--- src/rtl/branch_predictor.sv ---
`default_nettype none
// ============================================================================
// Module   : branch_predictor
// Function : Direct-mapped BTB with 2-bit saturating direction counters,
//            same-cycle lookup for IF and resolution/update from ID.
// Revision : 1.0
// ============================================================================
module branch_predictor #(
    parameter int ENTRIES = 16,
    parameter int INDEX_W = 4
) (
    input  logic        clk,
    input  logic        rst,
    input  logic [31:0] pc_if,
    output logic        pred_taken,
    output logic [31:0] pred_target,
    input  logic        upd_valid,
    input  logic [31:0] upd_pc,
    input  logic        upd_is_branch,
    input  logic        upd_taken,
    input  logic [31:0] upd_target,
    input  logic        upd_pred_taken,
    input  logic [31:0] upd_pred_target,
    output logic        mispredict,
    output logic [31:0] redirect_pc,
    output logic [31:0] br_count,
    output logic [31:0] miss_count
);

    localparam int c_tag_w = 32 - INDEX_W - 2;

    logic               r_valid  [ENTRIES];
    logic [c_tag_w-1:0] r_tag    [ENTRIES];
    logic [31:0]        r_target [ENTRIES];
    logic [1:0]         r_ctr    [ENTRIES];
    logic [31:0]        r_br_count;
    logic [31:0]        r_miss_count;

    logic [INDEX_W-1:0] w_lk_idx;
    logic [c_tag_w-1:0] w_lk_tag;
    logic               w_lk_hit;
    logic [INDEX_W-1:0] w_up_idx;
    logic [c_tag_w-1:0] w_up_tag;
    logic               w_up_hit;
    logic               w_up_en;

    assign w_lk_idx = pc_if[INDEX_W+1:2];
    assign w_lk_tag = pc_if[31:INDEX_W+2];
    assign w_lk_hit = r_valid[w_lk_idx] && (r_tag[w_lk_idx] == w_lk_tag);

    assign pred_taken  = w_lk_hit && r_ctr[w_lk_idx][1];
    assign pred_target = pred_taken ? r_target[w_lk_idx] : pc_if + 32'd4;

    assign w_up_idx = upd_pc[INDEX_W+1:2];
    assign w_up_tag = upd_pc[31:INDEX_W+2];
    assign w_up_hit = r_valid[w_up_idx] && (r_tag[w_up_idx] == w_up_tag);
    assign w_up_en  = upd_valid && !rst;

    assign redirect_pc = upd_taken ? upd_target : upd_pc + 32'd4;
    assign mispredict  = w_up_en &&
                         ((upd_pred_taken != upd_taken) ||
                          (upd_taken && (upd_pred_target != upd_target)));

    assign br_count   = r_br_count;
    assign miss_count = r_miss_count;

    always_ff @(posedge clk) begin
        if (rst) begin
            for (int i = 0; i < ENTRIES; i++) begin
                r_valid[i] <= 1'b0;
                r_ctr[i]   <= 2'd1;
            end
            r_br_count   <= 32'd0;
            r_miss_count <= 32'd0;
        end else begin
            if (upd_valid) begin
                r_br_count <= r_br_count + 32'd1;
            end
            if (mispredict) begin
                r_miss_count <= r_miss_count + 32'd1;
            end
            if (w_up_en) begin
                if (w_up_hit) begin
                    if (upd_is_branch) begin
                        if (upd_taken) begin
                            if (r_ctr[w_up_idx] != 2'd3) begin
                                r_ctr[w_up_idx] <= r_ctr[w_up_idx] + 2'd1;
                            end
                            r_target[w_up_idx] <= upd_target;
                        end else if (r_ctr[w_up_idx] != 2'd0) begin
                            r_ctr[w_up_idx] <= r_ctr[w_up_idx] - 2'd1;
                        end
                    end else begin
                        r_ctr[w_up_idx]    <= 2'd3;
                        r_target[w_up_idx] <= upd_target;
                    end
                end else if (upd_taken) begin
                    // Allocation always evicts whatever occupies the index.
                    r_valid[w_up_idx]  <= 1'b1;
                    r_tag[w_up_idx]    <= w_up_tag;
                    r_target[w_up_idx] <= upd_target;
                    r_ctr[w_up_idx]    <= upd_is_branch ? 2'd2 : 2'd3;
                end
            end
        end
    end

endmodule
`default_nettype wire

--- config.mk ---
export PLATFORM = sky130hd
export DESIGN_NAME = branch_predictor
export DESIGN_NICKNAME = d
export VERILOG_FILES = /design/src/rtl/branch_predictor.sv
export SDC_FILE = /design/constraint.sdc
export NUM_CORES = 2
export LEC_CHECK = 0
export ABC_AREA = 1
export BUFFER_PORTS_ARGS = -buffer_cell sky130_fd_sc_hd__buf_2
export CAP_MARGIN = 0
export CORE_MARGIN = 10
export CORE_UTILIZATION = 62
export DETAILED_ROUTE_END_ITERATION = 10
export PLACE_DENSITY = 0.81
export SLEW_MARGIN = 15
export SYNTH_ARGS = -nofsm -noshare
export SYNTH_HDL_FRONTEND = slang
export SYNTH_SLANG_ARGS = --single-unit
--- constraint.sdc ---
create_clock -name clk -period 12.7 [get_ports clk]
set_clock_uncertainty 0.15 [all_clocks]
set_input_delay 2.54 -clock clk [delete_from_list [all_inputs] [get_ports clk]]
set_output_delay 2.54 -clock clk [all_outputs]
set_load 0.01 [all_outputs]
### After elaboration in Yosys (flattened, before gate mapping)

Memories as Yosys holds them, arrays and structs flattened.
Cells that the tools add are included.

| operators by class | value |
|---|---|
| add/subtract/negate cells | 6 |
| eq/ne operators | 5 |
| muxes and demuxes | 45 |
| bitwise operators | 5 |
| reductions and logical operators | 11 |

Operators with widths:

| operator | count |
|---|---|
| $mux 32 | 4 |
| $add 32x1->32 const B | 2 |
| $add 32x3->32 const B | 2 |
| $eq 26x26->1 | 2 |
| $mux 1 | 35 |
| $ne 32x32->1 | 1 |
| $mux 2 | 4 |
| $mux 4 | 2 |
| $logic_and 1x1->1 | 6 |
| $or 1x1->1 | 5 |
| $add 2x1->2 const B | 1 |
| $ne 2x2->1 const B | 1 |
| $reduce_bool 2->1 | 1 |
| $reduce_or 2->1 | 1 |
| $sub 2x1->2 const B | 1 |
| $logic_not 1->1 | 1 |
| $logic_or 1x1->1 | 1 |
| $ne 1x1->1 | 1 |
| $reduce_or 1->1 | 1 |

| word-level totals | value |
|---|---|
| bits in registers | 64 |
| memory bits (writable) | 976 |
| input bits | 134 |
| output and inout bits | 130 |
| logic and storage cells | 78 |
| memories | 4 |

Memory list:

| name | depth | width | rd ports | clocked after memory_dff | wr ports | line | RTL |
|---|---|---|---|---|---|---|---|
| r_target | 16 | 32 | 1 | 0 | 1 | 34 | `logic [31:0] r_target [ENTRIES];` |
| r_tag | 16 | 26 | 2 | 0 | 1 | 33 | `logic [c_tag_w-1:0] r_tag [ENTRIES];` |
| r_ctr | 16 | 2 | 2 | 0 | 16 | 35 | `logic [1:0] r_ctr [ENTRIES];` |
| r_valid | 16 | 1 | 2 | 0 | 16 | 32 | `logic r_valid [ENTRIES];` |

### Logic depth before layout (Yosys ltp)

An unclocked memory read counts as a cell.

| depth | value |
|---|---|
| word-level depth | 14 |
| gate-level depth with buffers | 22 |
| depth with buffers taken out | 19 |

### Worst setup path before layout

Ideal clock, no wire load.

| timing path | value |
|---|---|
| path type | input port to output port |
| start | input upd_pc[3] |
| end | output redirect_pc[27] |
| arrival time | 4.540 ns |
| data required time | 10.010 ns |
| setup slack | 5.470 ns |
| stages | 16 |
| buffers on the path | 3 |
| path through | buf_4 -> inv_2 -> buf_4 -> buf_6 -> nor3_4 -> nand2_1 -> nor3_1 -> nand2_1 -> nor3_2 -> nand2_1 -> nor2_1 -> nand3_1 -> nor2_2 -> xor2_1 -> nand2_1 -> o21ai_1 |

| on the way | value |
|---|---|
| word-level cells in the longest chain between the ends | 2 |

RTL lines:

| item | line | RTL |
|---|---|---|
| start: declaration | 18 | `input logic [31:0] upd_pc,` |
| $add 32x3->32 | 59 | `assign redirect_pc = upd_taken ? upd_target : upd_pc + 32'd4;` |
| $mux 32 | 59 |  |
| end: declaration | 25 | `output logic [31:0] redirect_pc,` |

Every way passes these cells.

### Worst setup path in the final report

| timing path | value |
|---|---|
| start | input pc_if[3] |
| end | output pred_target[30] |

| on the way | value |
|---|---|
| word-level cells in the longest chain between the ends | 5 |
| elaborated cells between the ends (all ways) | 9 |

RTL lines:

| item | line | RTL |
|---|---|---|
| start: declaration | 14 | `input logic [31:0] pc_if,` |
| $mem_v2 16x26 | -- |  |
| $eq 26x26->1 | 49 | `assign w_lk_hit = r_valid[w_lk_idx] && (r_tag[w_lk_idx] == w_lk_tag);` |
| $logic_and 1x1->1 | 49 |  |
| $logic_and 1x1->1 | 51 | `assign pred_taken = w_lk_hit && r_ctr[w_lk_idx][1];` |
| $mux 32 * | 52 | `assign pred_target = pred_taken ? r_target[w_lk_idx] : pc_if + 32'd4;` |
| end: declaration | 16 | `output logic [31:0] pred_target,` |

Mark *: on every way between the ends. The rest lies on a longest branch, timed or not.

==> impl_metrics.yaml <==
setup_path:
  worstSetupEndpoint: "pred_target[30]"
  setup.worst_path.start: "pc_if[3]"
  cp-end-kind: "primary output"
  reg2reg_depth: 19
  cp_top_delay_family: "buffers and inverters"
  max_stage_delay_ns: 0.76
  worst-path-stages: 19
  path_type_of_the_worst_setup_path: "input pin to primary output"
  crit_path_buf_inv_count: 6
  r2r_slack_ns: 8.54
  highest_delay_cell_along_the_critical_path: "buf_4"
  cp_max_fo: 102
  r2r-start: "r_tag[2][14]"
  timing.critical_path.cells: "clkbuf_8, buf_4, buf_4, o21ai_0, o21ai_1, nand2_1, nand2_1, inv_1, nand3_1, nand2_1, nor2_1, nand2_1, nor3_1, nand2_1, nor2_4, inv_2, nor2_1, nor2_1, buf_2"
  cell_repeated_most_along_the_worst_path: "nand2_1"
  critPathArrivalTime_ns: 7.49
  timing.critical_path.from_type: "input pin"
  cp.required_ns: 10.01
  critical_path.reg2reg.endpoint: "r_tag[14][20]"
sta:
  tightest_slew_margin_relative_to_the_limit_pct: 14.1
  totalNegativeSetupSlack_ns: 0
  final_hold_viol_count: 0
  fmax_mhz: 98.2
  number_of_max_slew_violations_in_the_final_report: 0
  tightestPinTransition_ns: 1.29
  setup_repair_after_global_routing_missed_its_margin: "false"
  setup-violations-final: 0
  final_period_util_pct: 80.2
  postLayoutSetupSlackWorst_ns: 2.52
  finalCriticalPeriod_ns: 10.18
final_layout:
  areaGrowthSynthToFinish_pct: 10.8
  share_of_final_layout_standard_cells_stronger_than_drive_strength_1_pct: 9.65
  fill_cells: 5972
  finalNonFillerCells: 6719
  nets: 5702
placed_design:
  number_of_cells_in_the_design_after_placement: 6515
  global_placer_s_final_weighted_congestion: 1.02
  place_hpwl_mm: 106
  pre_cts_slack_ns: 2.77
  io_buffer_count: 263
yosys:
  most_area_hungry_cell_type_in_the_yosys_netlist: "edfxtp_1"
  synthesis.nets: 5576
  synth.top_cell.area_share_pct: 57.3
  ys_types: 46
  synth-seq-area-share_pct: 60.5
  syn-cell-area_um2: 50300
  syn_inst: 5435
  synthesized_area_per_cell_um2: 9.25
  synth.area.top_cells: "edfxtp_1 (57%), nand2_1 (10%), o21ai_0 (5.9%), nor2_1 (4.3%), inv_1 (3.8%)"
  synthesis.yosys.warnings: 0
  ys_seq_elements: 1040
clock_network:
  deepest_clock_path_buffer_count: 3
  cts_hold_buf: 0
  clock_insertion_delay_worst_skew_ns: 0.70
  htreeDepth: 3
  cts_made_buffers: 104
  clk_pin_slew_worst_paths_ns: 0.06
  cts_post_setup_buffers_inserted: 0
  postCtsResizedCells: 0
  tritoncts_clock_tree: "yes"
  cts_root_buffer: "clkbuf_16"
  cts_num_sinks: 1040
floorplanning:
  placeableCoreArea_um2: 80400
  start_util_pct: 62.5
  dieWidth_um: 305
  die_area_um2: 92900
  io_pins: 264
  core.rowCount: 104
  fp.dieH_um: 305
power:
  vdd_ir_drop_max_v: 0.000116
  power_per_cell_area_nw_per_um2: 137
  power_leakage_nw: 21.8
routing:
  detailedRoute.firstIterationViolations: 7339
  ant_nets_after_route: 0
  drt_pass1_iterations: 7
  routed-via-count: 43000
  drcViolationCount: 0
  detail_routed_via_count_per_cell: 6.40
  routed_wirelength_mm: 172
  route.detailed.wl_per_inst_um: 25.6
grt:
  global_route.usage.total_pct: 35.5
  grt_max_degree: 205
  grt_pass1_wl_mm: 252
  residual_overflow_from_global_routing: 0
  antenna_found_initial: 36
  grt_pass1_vias: 40500
outcome:
  run_status: "complete, no violations"
min_path:
  class_of_the_tightest_hold_or_removal_check: "flip-flop to flip-flop"
run:
  maxCapViolCount: 0
-- placed cells by master (no fill, tap or decap), types with 3 or more instances in the layout --
cell,n
xor2_1,84
clkinvlp_4,5
clkinv_2,29
inv_1,505
edfxtp_1,960
clkbuf_16,106
nor2_2,6
a21o_1,3
buf_2,258
nor3_1,56
inv_2,5
nand3_1,333
nor4_1,24
diode_2,11
clkbuf_1,15
nand4_1,24
dfxtp_1,80
o221ai_1,52
o22ai_1,83
clkinv_16,3
o211ai_1,42
nor2_1,576
o21ai_1,27
nor3_2,21
buf_4,69
clkinv_1,20
nor2_4,4
a21oi_1,246
ha_1,7
nor3b_1,3
nand2_1,1338
clkinv_4,3
bufinv_16,12
nand3_2,5
xnor2_1,18
o21ai_0,595
-- per-stage QoR --
stage | instance area, µm² | power, W | hold WS, ns | utilization, %
final | 55700 | 0.00761 | 0.318 | 69.3
after global routing | 55700 | 0.00778 | 0.339 | 69.3
after floorplan | 50300 | 0.00423 | 0.291 | -
after detailed placement | 52200 | 0.00451 | 0.305 | 64.9
after CTS | 55700 | 0.00756 | 0.316 | 69.2
after global placement | 52200 | 0.00450 | 0.301 | 64.9
-- cell type report --
class / count / area [µm²] / area share (%)
antenna: 11 / 27.5 / 0.0494
clock buffer: 121 / 2710 / 4.86
clock inverter: 72 / 763 / 1.37
inverter: 516 / 1950 / 3.51
multi-input combinational: 3567 / 16600 / 29.8
sequential: 1040 / 30400 / 54.6
tap: 1060 / 1330 / 2.38
timing repair buffer: 332 / 1890 / 3.40
-- how the worst min path moves through the flow --
stage / from / slack (ns) / to / cells past startpoint
after detailed placement: br_count[30] / 0.30 / br_count[30] / 2
after CTS: r_valid[4] / 0.32 / r_valid[4] / 2
after global placement: r_valid[4] / 0.30 / r_valid[4] / 2
final: br_count[30] / 0.32 / br_count[30] / 2
after global routing: r_valid[4] / 0.34 / r_valid[4] / 2
after floorplan: r_valid[4] / 0.29 / r_valid[4] / 2
-- cells in the mapped netlist (all sizes together) --
cell	n
clkinv	1
or2	2
nor2	586
and3	2
nor3	78
a21o	3
o21a	1
xnor2	18
nand3	338
a22o	2
nor4	25
xor2	84
nand4	24
nor3b	3
o22ai	83
nand3b	1
a211o	1
dfxtp	80
inv	515
buf	130
a211oi	2
o31ai	2
nand2	1339
a21oi	248
edfxtp	960
o21ai	623
o221ai	52
o211ai	42
ha	7
clkbuf	182
a31oi	1
-- sequential cells by signal (all words and copies together), names as in the netlist --
| register | cells |
|---|---|
| r_valid | 16 |
| br_count | 32 |
| miss_count | 32 |
| r_ctr | 32 |
| r_tag | 416 |
| r_target | 512 |
-- power by group --
part,internal (W),leakage [nW],switching (W)
sequential,0.00376,9.28,0.00000880
combinational,0.000170,10.8,0.000533
clock,0.00178,1.70,0.00135
total,0.00571,21.8,0.00189
-- worst register-to-register path, delay by kind of cell (launching register included) --
kind | cells | cell delay (ns)
AO/OA/AOI/OAI | 2 | 0.34
buffers and inverters | 5 | 1.72
flip-flops | 1 | 0.34
AND/OR/NAND/NOR | 12 | 1.25
-- logic make-up after synthesis --
group	Yosys count	synth area share, %
and+or+nand+nor	2398	19.4
AOI/OAI and AO/OA	1060	11.5
DFF	1040	60.5
buffers and inverters	828	6.63
xor gates and xnor gates	102	1.78
adders and majority gates	7	0.174
-- per-layer routing --
layer  part of all wire [%]  GRT usage, %  vias up
met4                    6.1          20.1       36
li1                       -             -    18700
met1                     34          46.2    19900
met2                     43          52.0     3735
met3                     16          11.7      664
met5                   0.13             0        -
Power figures use the tool's default switching activity.
